File: config.mk
export PLATFORM = sky130hd
export DESIGN_NAME = mmult_loader
export DESIGN_NICKNAME = d
export VERILOG_FILES = /design/src/rtl/mmult_loader.sv
export SDC_FILE = /design/constraint.sdc
export NUM_CORES = 1
export LEC_CHECK = 0
export BUFFER_PORTS_ARGS = -buffer_cell sky130_fd_sc_hd__buf_2
export CAP_MARGIN = 0
export CORE_ASPECT_RATIO = 0.6
export CORE_UTILIZATION = 40
export CTS_BUF_LIST = sky130_fd_sc_hd__clkbuf_16
export DETAILED_ROUTE_END_ITERATION = 12
export PLACE_DENSITY = 0.65
export SKIP_LAST_GASP = 1
export SYNTH_ARGS = -nofsm -noshare
export SYNTH_HDL_FRONTEND = slang
export SYNTH_SLANG_ARGS = --single-unit
File: constraint.sdc
create_clock -name clk -period 11.9 [get_ports clk]
set_input_delay 0 -clock clk [delete_from_list [all_inputs] [get_ports clk]]
set_output_delay 0 -clock clk [all_outputs]
set_load 0.01 [all_outputs]
File: src/rtl/mmult_loader.sv
// Producer-side front end for the 3x3 matrix multiplier: packs an 18-byte stream
// into A_mat/B_mat, runs the multiplier and reports completion or timeout.
module mmult_loader #(
   parameter int N_ELEM  = 9,
   parameter int ELEM_W  = 8,
   parameter int TIMEOUT = 16
) (
   input  logic                       clk,
   input  logic                       reset,
   input  logic                       start,
   input  logic [ELEM_W-1:0]          in_data,
   input  logic                       in_valid,
   output logic                       in_ready,
   output logic [0:N_ELEM*ELEM_W-1]   A_mat,
   output logic [0:N_ELEM*ELEM_W-1]   B_mat,
   output logic                       mm_enable,
   input  logic                       mm_valid,
   output logic                       busy,
   output logic                       done,
   output logic                       err
);

   localparam logic [4:0] LAST_BYTE = 5'(2*N_ELEM-1);
   localparam logic [4:0] B_BASE    = 5'(N_ELEM);
   localparam logic [7:0] TMO_LAST  = 8'(TIMEOUT-1);

   typedef enum logic [2:0] {
      S_IDLE,
      S_LOAD,
      S_RUN,
      S_DONE,
      S_ERR
   } state_t;

   state_t     state, state_nx;
   logic [4:0] byte_cnt, byte_cnt_nx;
   logic [7:0] tmo_cnt, tmo_cnt_nx;
   logic       byte_we;

   // Decoded from state only, so there is no combinational path from in_valid.
   assign in_ready = (state == S_LOAD);

   always_comb begin
      state_nx    = state;
      byte_cnt_nx = byte_cnt;
      tmo_cnt_nx  = tmo_cnt;
      byte_we     = 1'b0;
      case (state)
         S_IDLE: begin
            if (start) begin
               state_nx    = S_LOAD;
               byte_cnt_nx = '0;
            end
         end
         S_LOAD: begin
            if (in_valid) begin
               byte_we     = 1'b1;
               byte_cnt_nx = byte_cnt + 5'd1;
               if (byte_cnt == LAST_BYTE) begin
                  state_nx   = S_RUN;
                  tmo_cnt_nx = '0;
               end
            end
         end
         S_RUN: begin
            // A response arriving on the expiry edge still counts as success.
            if (mm_valid) begin
               state_nx = S_DONE;
            end else if (tmo_cnt == TMO_LAST) begin
               state_nx = S_ERR;
            end else begin
               tmo_cnt_nx = tmo_cnt + 8'd1;
            end
         end
         S_DONE:  state_nx = S_IDLE;
         S_ERR:   state_nx = S_IDLE;
         default: state_nx = S_IDLE;
      endcase
   end

   // Status outputs are registered from the next state so they line up with it.
   always_ff @(posedge clk or posedge reset) begin
      if (reset) begin
         state     <= S_IDLE;
         byte_cnt  <= '0;
         tmo_cnt   <= '0;
         busy      <= 1'b0;
         mm_enable <= 1'b0;
         done      <= 1'b0;
         err       <= 1'b0;
      end else begin
         state     <= state_nx;
         byte_cnt  <= byte_cnt_nx;
         tmo_cnt   <= tmo_cnt_nx;
         busy      <= (state_nx != S_IDLE);
         mm_enable <= (state_nx == S_RUN);
         done      <= (state_nx == S_DONE);
         err       <= (state_nx == S_ERR);
      end
   end

   // Byte k of the stream lands in A element k, then B element k-N_ELEM.
   always_ff @(posedge clk or posedge reset) begin
      if (reset) begin
         A_mat <= '0;
         B_mat <= '0;
      end else if (byte_we) begin
         for (int k = 0; k < N_ELEM; k++) begin
            if (byte_cnt == 5'(k)) begin
               A_mat[k*ELEM_W +: ELEM_W] <= in_data;
            end
            if (byte_cnt == B_BASE + 5'(k)) begin
               B_mat[k*ELEM_W +: ELEM_W] <= in_data;
            end
         end
      end
   end

endmodule

==> results_dict.tcl, run 1 <==
set metrics [dict create \
    worstHoldStart "in_data[0]" \
    clockBufferDepth 2 \
    setup_viol 0 \
    power_density_mw_per_mm2 261 \
    vias 4210 \
    port_buffers 161 \
    clk_pin_slew_worst_paths_ns 0.06 \
    post_cts_buffers 0 \
    crit_type "reg2reg" \
    wl_per_cell_um 19.5 \
    worst_ep_arrival_time_ns 2.74 \
    drt_iter0_drc 198 \
    synth_nets 464 \
    period_minus_slack_ns 2.45 \
    ys_types 44 \
    cp_cell_sequence "nand4bb_2, or3_1, nor2b_2, mux2_1" \
    final_util_pct 52.3 \
    synth_warnings 0 \
    cpPeakStageDelay_ns 0.66 \
    h-tree-depth 4 \
    clock_latency_ns 0.42 \
    synthArstFlopShare_pct 100 \
    numCtsBuffers 17 \
    synth-main-ff-cell "dfrtp_1" \
    synth_seq_area_share_pct 62.8 \
    synth.area.top_cells "dfrtp_1 (63%), mux2_2 (22%), nand2_1 (2.7%)" \
    synth-seq-cells 164 \
    ys_top_cells_by_count "dfrtp_1 (164), mux2_2 (125), nand2_1 (47), mux2_1 (11), clkbuf_1 (10)" \
    antenna_found_initial 0 \
    ant_nets 0 \
    num_io_pins 162 \
    vdd_ir_drop_max_v 0.000122 \
    status "complete, no violations" \
    r2r-start "state[2]" \
    nNetsFinal 635 \
    crit_slowest_cell "or3_1" \
    die_y_um 101 \
    grt_pass1_vias 4481 \
    slew_violations 0 \
    grt_max_degree 99 \
    crit_required_ns 12.19 \
    cts_resized 0 \
    first_pass_iters 4 \
    start_util_pct 41.8 \
    drc 0 \
    syn_inst 445 \
    dpl.hpwl_um 11100 \
    antenna_cells 0 \
    routed_wl_um 16200 \
    yosysMostFrequentCell "dfrtp_1" \
    p_total_uw 2130 \
    syn_area_mm2 0.00654 \
    slew_headroom_pct 41.6 \
    hp-class "in2reg" \
    yosys.area.top_type "dfrtp_1" \
    cp-end-kind "register" \
    gp_congestion 0.817 \
    area_growth_pct 25.1 \
    cts_sinks 164 \
    avgViaCountPerCell 5.06 \
    critPathMaxFanout 8 \
    avgSynthCellArea_um2 14.7 \
    grtUsageTotal_pct 20.3 \
    cts-root-buf "clkbuf_16" \
    leakagePower_uw 0.00427 \
    fp.dieW_um 167 \
    crit_path_start_kind "register" \
    grt_first_pass_wirelength_um 25900 \
    fmax_mhz 408 \
    synth_edf_count 0 \
    layout-drive-gt1-share_pct 53.4 \
    die-area_mm2 0.0169 \
    crit_family "simple AND/OR/NAND/NOR gates" \
    overflow 0 \
    n_fill_cell 1329 \
    rsz0062_at_grt "false" \
    num_rows 35 \
    worst_hold_slack_ns 0.0181 \
    synth_top_area_share_pct 62.8 \
    tightestPinTransition_ns 0.864 \
    drv_cap 0 \
    finClkSkew_ns 0.0144 \
    hold_violations 0 \
    cts_tree "yes" \
    critPathBufInv 0 \
    cp-startpoint "state[2]" \
    core_area_mm2 0.0156 \
    tns_ns 0 \
    period_share_pct 20.6 \
]
-- area by class of cell --
type                    count  area [µm²]  share of cell area (%)
clock buffers              17         425                    5.21
clock inverters            15         169                    2.07
inverters                   6        27.5                   0.337
multi-input cells         261        2340                    28.7
flip-flops and latches    164        4100                    50.2
well taps                 203         254                    3.11
repair buffers            166         851                    10.4
-- per-stage QoR --
step | setup WS [ns] | area, µm² | instances
CTS | 9.44 | 8170 | 832
detailed placement | 9.45 | 7550 | 797
floorplan | 7.47 | 6540 | 445
finish | 9.45 | 8170 | 832
global route | 9.36 | 8170 | 832
global placement | 9.58 | 7550 | 797
-- power breakdown --
| group | switching (µW) | total, µW | internal (µW) |
|---|---|---|---|
| sequential | 122 | 897 | 775 |
| clock | 239 | 555 | 316 |
| combinational | 349 | 683 | 334 |
-- cells in the final DEF (no fill, tap or decap), types with 2 or more instances in the layout --
cell,count
nor4bb_1,2
or3_1,4
inv_6,6
inv_1,7
and3_1,4
a21oi_1,3
dfrtp_1,164
bufinv_16,2
and2_1,2
nor3_1,2
nor2_2,2
nor2b_1,4
nand3_1,3
nor2_1,8
buf_2,161
clkbuf_16,17
mux2_1,11
xor2_1,5
nor2_8,4
clkinvlp_4,2
nand2_1,47
ha_1,6
buf_4,2
nand4_1,2
mux2_2,125
inv_8,3
o21ai_0,6
nor3b_2,2
dlygate4sd3_1,3
-- what timing repair did --
action | in CTS | in global routing
endpoints found under the hold margin | 102 | 0
setup endpoints to repair | 0 | 0
hold buffers | 3 | 0
-- routing by layer --
metal  part of all wire, %  up-vias  track usage (%)
li1                      -     1900                -
met1                    49     2170             28.6
met2                    43      130             29.9
met3                   7.5       10             7.46
met4                  0.63        0             4.84
met5                     0        -                0
-- state kept, by name, summed over array words and instances (netlist names) --
| register | count |
|---|---|
| B_mat | 72 |
| tmo_cnt | 8 |
| err | 1 |
| state | 3 |
| mm_enable | 1 |
| byte_cnt | 5 |
| done | 1 |
| busy | 1 |
| A_mat | 72 |
-- worst min-delay path, delay by kind of cell --
| family | cells | cell delay [ns] |
|---|---|---|
| AND/OR/NAND/NOR | 2 | 0.15 |
| buffers and inverters | 1 | 0.24 |
-- cell families after synthesis --
family,synth area share [%]
XOR/XNOR,0.670
flip-flops,62.8
multiplexers,23.6
AND/OR/NAND/NOR,8.81
AO/OA/AOI/OAI,1.63
buffers and inverters,1.36
adder cells (fa/ha/maj),1.15
-- path summary, 6_finish.rpt --
path	to	slack (ns)	cells after the start
worst max-delay path	A_mat[29]	9.45	4
worst min-delay path	B_mat[71]	0.02	3
worst max register to register	A_mat[29]	9.45	4
worst min register to register	B_mat[71]	0.48	2
max in group asynchronous	A_mat[51]	10.21	4
min in group asynchronous	B_mat[56]	0.31	3
No activity file was read; power rests on OpenSTA's default activity.
==> run 2: changes to the inputs <==
--- a/config.mk
+++ b/config.mk
@@ -11,7 +11,7 @@
 export CORE_UTILIZATION = 40
 export CTS_BUF_LIST = sky130_fd_sc_hd__clkbuf_16
 export DETAILED_ROUTE_END_ITERATION = 12
-export PLACE_DENSITY = 0.65
+export PLACE_DENSITY = 0.67
 export SKIP_LAST_GASP = 1
 export SYNTH_ARGS = -nofsm -noshare
 export SYNTH_HDL_FRONTEND = slang
==> constraint.sdc (replaced) <==
create_clock -name clk -period 2.1 [get_ports clk]
set_input_delay 0 -clock clk [delete_from_list [all_inputs] [get_ports clk]]
set_output_delay 0 -clock clk [all_outputs]
set_load 0.01 [all_outputs]
==> run 2 against run 1 <==
Compared with the run above:
- sequential cell count stayed put
- largest power group unchanged
- non-clock buffer count is 21 higher
- count of clock-buffer cells in the layout stayed put
==> results_dict.tcl, run 2 (synthesis gave the netlist of run 1 again) <==
set metrics [dict create \
    final_cell_mix "dfrtp_1 (163), buf_2 (161), mux2_2 (125), nand2_1 (43), buf_4 (18)" \
    cts_sinks 164 \
    clk_pin_slew_worst_paths_ns 0.06 \
    nNetsFinal 656 \
    port_buffers 161 \
    drc 0 \
    final_common_cell "dfrtp_1" \
    setup_viol 0 \
    dpl.hpwl_um 11500 \
    cts_tree "yes" \
    avgViaCountPerCell 5.06 \
    grtUsageTotal_pct 20.7 \
    fp.dieW_um 167 \
    top_regs "A_mat: 72 flops, B_mat: 72 flops, tmo_cnt: 8 flops" \
    crit_slowest_cell "dfrtp_1" \
    grt_pass1_vias 4499 \
    antenna_found_initial 0 \
    period_minus_slack_ns 2.05 \
    status "complete, no violations" \
    slew_headroom_pct 56.3 \
    fmax_mhz 489 \
    cp_cell_sequence "nand4bb_2, or3_1, buf_12, nor2_8, mux2_2" \
    wl_per_cell_um 19.2 \
    die_y_um 101 \
    critPathMaxFanout 8 \
    tightestPinTransition_ns 0.654 \
    grt_max_degree 48 \
    area_growth_pct 28.2 \
    first_pass_iters 4 \
    die-area_mm2 0.0169 \
    clock_latency_ns 0.42 \
    cts-root-buf "clkbuf_16" \
    layout-drive-gt1-share_pct 55.8 \
    n_fill_cell 1305 \
    numCtsBuffers 17 \
    period_share_pct 97.5 \
    power_density_mw_per_mm2 1440 \
    final_util_pct 53.6 \
    vdd_ir_drop_max_v 0.000688 \
    cpPeakStageDelay_ns 0.44 \
    slew_violations 0 \
    worst_ep_arrival_time_ns 2.35 \
    leakagePower_uw 0.00436 \
    drt_iter0_drc 198 \
    crit_path_start_kind "register" \
    finish.instance_area_mm2 0.00838 \
    vias 4310 \
    finClkSkew_ns 0.0159 \
    cp-end-kind "register" \
    clockBufferDepth 2 \
    drv_cap 0 \
    crit_required_ns 2.40 \
    num_io_pins 162 \
    grt_first_pass_wirelength_um 26000 \
    start_util_pct 41.8 \
    hold_violations 0 \
    h-tree-depth 4 \
    hp-class "in2reg" \
    routed_wl_um 16400 \
    rsz0062_at_grt "true" \
    postPlaceCellArea_mm2 0.00773 \
    overflow 0 \
    ant_nets 0 \
    gp_congestion 0.812 \
    core_area_mm2 0.0156 \
    worst_hold_slack_ns 0.0123 \
    num_rows 35 \
    crit_type "reg2reg" \
    antenna_cells 0 \
]
## run 2: path summary, 6_finish.rpt
check                            from        end  slack, ns  depth (start not counted)
max                          state[1]  B_mat[62]       0.05                          5
min reg2reg                 A_mat[30]  A_mat[30]       0.48                          1
min                        in_data[0]  B_mat[71]       0.01                          3
max reg2reg                  state[1]  B_mat[62]       0.05                          5
max in group asynchronous       reset  A_mat[37]       1.22                          4
min in group asynchronous       reset  B_mat[10]       0.21                          3
## run 2: what timing repair did
item                       in CTS  in global routing
buffers inserted                0                  1
hold endpoints to repair       27                  0
setup endpoints to repair       0                 58
hold buffers                    4                  0
resized for setup               0                  6
## run 2: critical path: cells and delay by family, from the launching register on
kind,cells,cell delay (ns)
simple gates,3,0.94
mux,1,0.36
buf+inv,1,0.19
flops,1,0.44
## run 2: power by group
part / switching, µW / total (µW) / internal (µW)
registers: 703 / 5100 / 4390
logic: 2020 / 4010 / 1980
clock network: 1320 / 2980 / 1660
total: 4050 / 12100 / 8040
## run 2: metal layers
layer / part of all wire, % / GRT usage [%] / vias up
met4: 0.65 / 4.63 / 0
met5: 0 / 0 / -
met2: 45 / 31.3 / 109
li1: - / - / 1945
met3: 6.7 / 6.79 / 10
met1: 48 / 28.9 / 2246
## run 2: cell type report
type | instances | area [µm²] | area share [%]
Sequential cell | 164 | 4110 | 49.0
Clock inverter | 14 | 145 | 1.73
Inverter | 6 | 26.3 | 0.314
Tap cell | 203 | 254 | 3.03
Timing Repair Buffer | 187 | 1060 | 12.7
Clock buffer | 17 | 425 | 5.08
Multi-Input combinational cell | 261 | 2360 | 28.2
## run 2: metrics by stage
stage	setup TNS, ns	setup WS [ns]	power [µW]	std cells
2_1_floorplan	0	0.0152	7300	445
3_3_place_gp	0	0.0963	8970	816
3_5_place_dp	0	0.00176	9150	816
4_1_cts	0	0.000244	12200	851
5_1_grt	-0.506	-0.0435	12800	852
6_report	0	0.0532	12100	852
==> run 3: changes to the inputs <==
--- a/config.mk
+++ b/config.mk
@@ -12,7 +12,9 @@
 export CTS_BUF_LIST = sky130_fd_sc_hd__clkbuf_16
 export DETAILED_ROUTE_END_ITERATION = 12
 export PLACE_DENSITY = 0.67
+export SETUP_SLACK_MARGIN = 0.5
 export SKIP_LAST_GASP = 1
+export SLEW_MARGIN = 20
 export SYNTH_ARGS = -nofsm -noshare
 export SYNTH_HDL_FRONTEND = slang
 export SYNTH_SLANG_ARGS = --single-unit
==> run 3 against run 2 <==
Compared with the run above:
- global-route usage up 1.6 points
- sequential cell count stayed put
- routed wire length increased by 12%
- clock power up 4%
- count of clock-buffer cells in the layout did not move
- critical path depth is 1 higher
- die area stayed put
- final area grew 11%
==> results_dict.tcl, run 3 (synthesis gave the netlist of run 1 again) <==
set metrics [dict create \
    finClkSkew_ns 0.0109 \
    fmax_mhz 518 \
    clockPowerShare_pct 23.5 \
    final_cell_mix "buf_2 (161), dfrtp_1 (158), mux2_4 (68), mux2_2 (68), buf_4 (31)" \
    numCtsBuffers 17 \
    p_switching_uw 4450 \
    crit_path_end "B_mat[35]" \
    crit_path_start_kind "register" \
    overflow 0 \
    switching_share_pct 33.6 \
    die_y_um 101 \
    num_io_pins 162 \
    drc 0 \
    cts_tree "yes" \
    r2r_end "B_mat[35]" \
    cp_cell_sequence "nor4bb_2, buf_4, nand3_4, nor2_4, buf_12, mux2_4" \
    layout-drive-gt1-share_pct 65.7 \
    area_growth_pct 42.1 \
    nNetsFinal 683 \
    clock_latency_ns 0.42 \
    postPlaceCellArea_mm2 0.00795 \
    critPathBufInv 2 \
    drt_iter0_drc 274 \
    start_util_pct 41.8 \
    tightestPinTransition_ns 0.773 \
    drv_cap 0 \
    period_share_pct 91.9 \
    rsz0062_at_grt "true" \
    clk_pin_slew_worst_paths_ns 0.07 \
    cp.depth 6 \
    worst_ep_arrival_time_ns 2.23 \
    n_fill_cell 1175 \
    power.internal_uw 8780 \
    leakagePower_uw 0.00476 \
    grt_first_pass_wirelength_um 28100 \
    ant_nets 0 \
    p_comb_share_pct 37.1 \
    avgViaCountPerCell 5.15 \
    vdd_ir_drop_max_v 0.000698 \
    h-tree-depth 4 \
    period_minus_slack_ns 1.93 \
    cp-end-kind "register" \
    final_common_cell "buf_2" \
    dp_slack_ns 0.0764 \
    clockBufferDepth 2 \
    gp_congestion 0.843 \
    wl_per_cell_um 20.9 \
    first_pass_iters 4 \
    crit_family "simple AND/OR/NAND/NOR gates" \
    setup_ws_ns 0.171 \
    r2r-start "state[0]" \
    crit_type "reg2reg" \
    num_rows 35 \
    core_area_mm2 0.0156 \
    tns_ns 0 \
    grtUsageTotal_pct 22.3 \
    setup_viol 0 \
    antenna_found_initial 0 \
    status "complete, no violations" \
    cts_sinks 164 \
    crit_required_ns 2.40 \
    hold_violations 0 \
    holdPathStages 3 \
    reg2reg_depth 6 \
    grt_max_degree 105 \
    top_regs "A_mat: 72 flops, B_mat: 72 flops, tmo_cnt: 8 flops" \
    slew_violations 0 \
    antenna_cells 0 \
    grt_pass1_vias 4721 \
    power_density_mw_per_mm2 1430 \
    port_buffers 161 \
    finish.instance_area_mm2 0.00928 \
    fp.dieW_um 167 \
    routed_wl_um 18400 \
    cp-startpoint "state[0]" \
    slew_headroom_pct 48.5 \
    hp-class "in2reg" \
    r2r_slack_ns 0.17 \
    vias 4530 \
    cpPeakStageDelay_ns 0.48 \
    crit_slowest_cell "dfrtp_2" \
    cts-root-buf "clkbuf_16" \
    dpl.hpwl_um 11500 \
    power.share.sequential_pct 39.4 \
    critPathMaxFanout 8 \
    die-area_mm2 0.0169 \
]
run 3: cell count changes in the layout (fill, tap and decap cells not counted), sizes merged:
cell and change:
clkinvlp -1, inv +1, buf +28, bufinv +1, dlygate4sd3 -1
run 3: power groups by stage:
stage / Clock (µW) / Combinational, µW / Sequential (µW)
final: 3110 / 4910 / 5220
after global routing: 3280 / 5260 / 5370
after CTS: 3130 / 4770 / 5190
after detailed placement: 0 / 4380 / 5210
after global placement: 0 / 4290 / 5160
after floorplan: 0 / 2120 / 5640
run 3: tightest hold or removal path: stages:
cell and delay, ns:
buf_2 0.24, nand2_1 0.11, nand2_1 0.05
run 3: layout make-up:
| type | count | area, µm² | area share (%) |
|---|---|---|---|
| sequential | 164 | 4110 | 44.3 |
| multi-input combinational | 261 | 2950 | 31.7 |
| timing repair buffer | 214 | 1370 | 14.7 |
| clock buffer | 17 | 425 | 4.58 |
| tap | 203 | 254 | 2.74 |
| clock inverter | 15 | 156 | 1.68 |
| inverter | 6 | 26.3 | 0.283 |
run 3: stage by stage:
| stage | utilization (%) | std cells | power, µW | hold WS (ns) |
|---|---|---|---|---|
| 2_1_floorplan | - | 445 | 7770 | 0.0726 |
| 3_3_place_gp | 50.8 | 804 | 9450 | 0.192 |
| 3_5_place_dp | 50.8 | 804 | 9580 | 0.202 |
| 4_1_cts | 57.8 | 868 | 13100 | 0.0197 |
| 5_1_grt | 59.4 | 880 | 13900 | 0.0565 |
| 6_report | 59.4 | 880 | 13200 | 0.0277 |
run 3: per-layer routing:
layer	track usage, %	up-vias	part of all wire (%)
met5	0	-	0
met4	6.48	0	2.0
met3	7.42	31	7.2
met2	34.3	155	45
met1	30.1	2344	46
li1	-	2000	-
run 3: what timing repair did:
action	4_1_cts	5_1_grt
setup buffers	28	12
pin swaps	13	16
hold endpoints to repair	171	0
setup endpoints to repair	153	159
gates resized for setup	46	41
hold buffers	3	0
gates cloned	1	0
run 3: worst min-delay path by stage:
stage,from,end,slack (ns)
final,in_data[7],B_mat[64],0.03
after CTS,in_data[7],B_mat[64],0.02
after global placement,reset,B_mat[59],0.19
after floorplan,mm_valid,err,0.07
after detailed placement,reset,B_mat[59],0.20
after global routing,in_data[1],B_mat[70],0.06
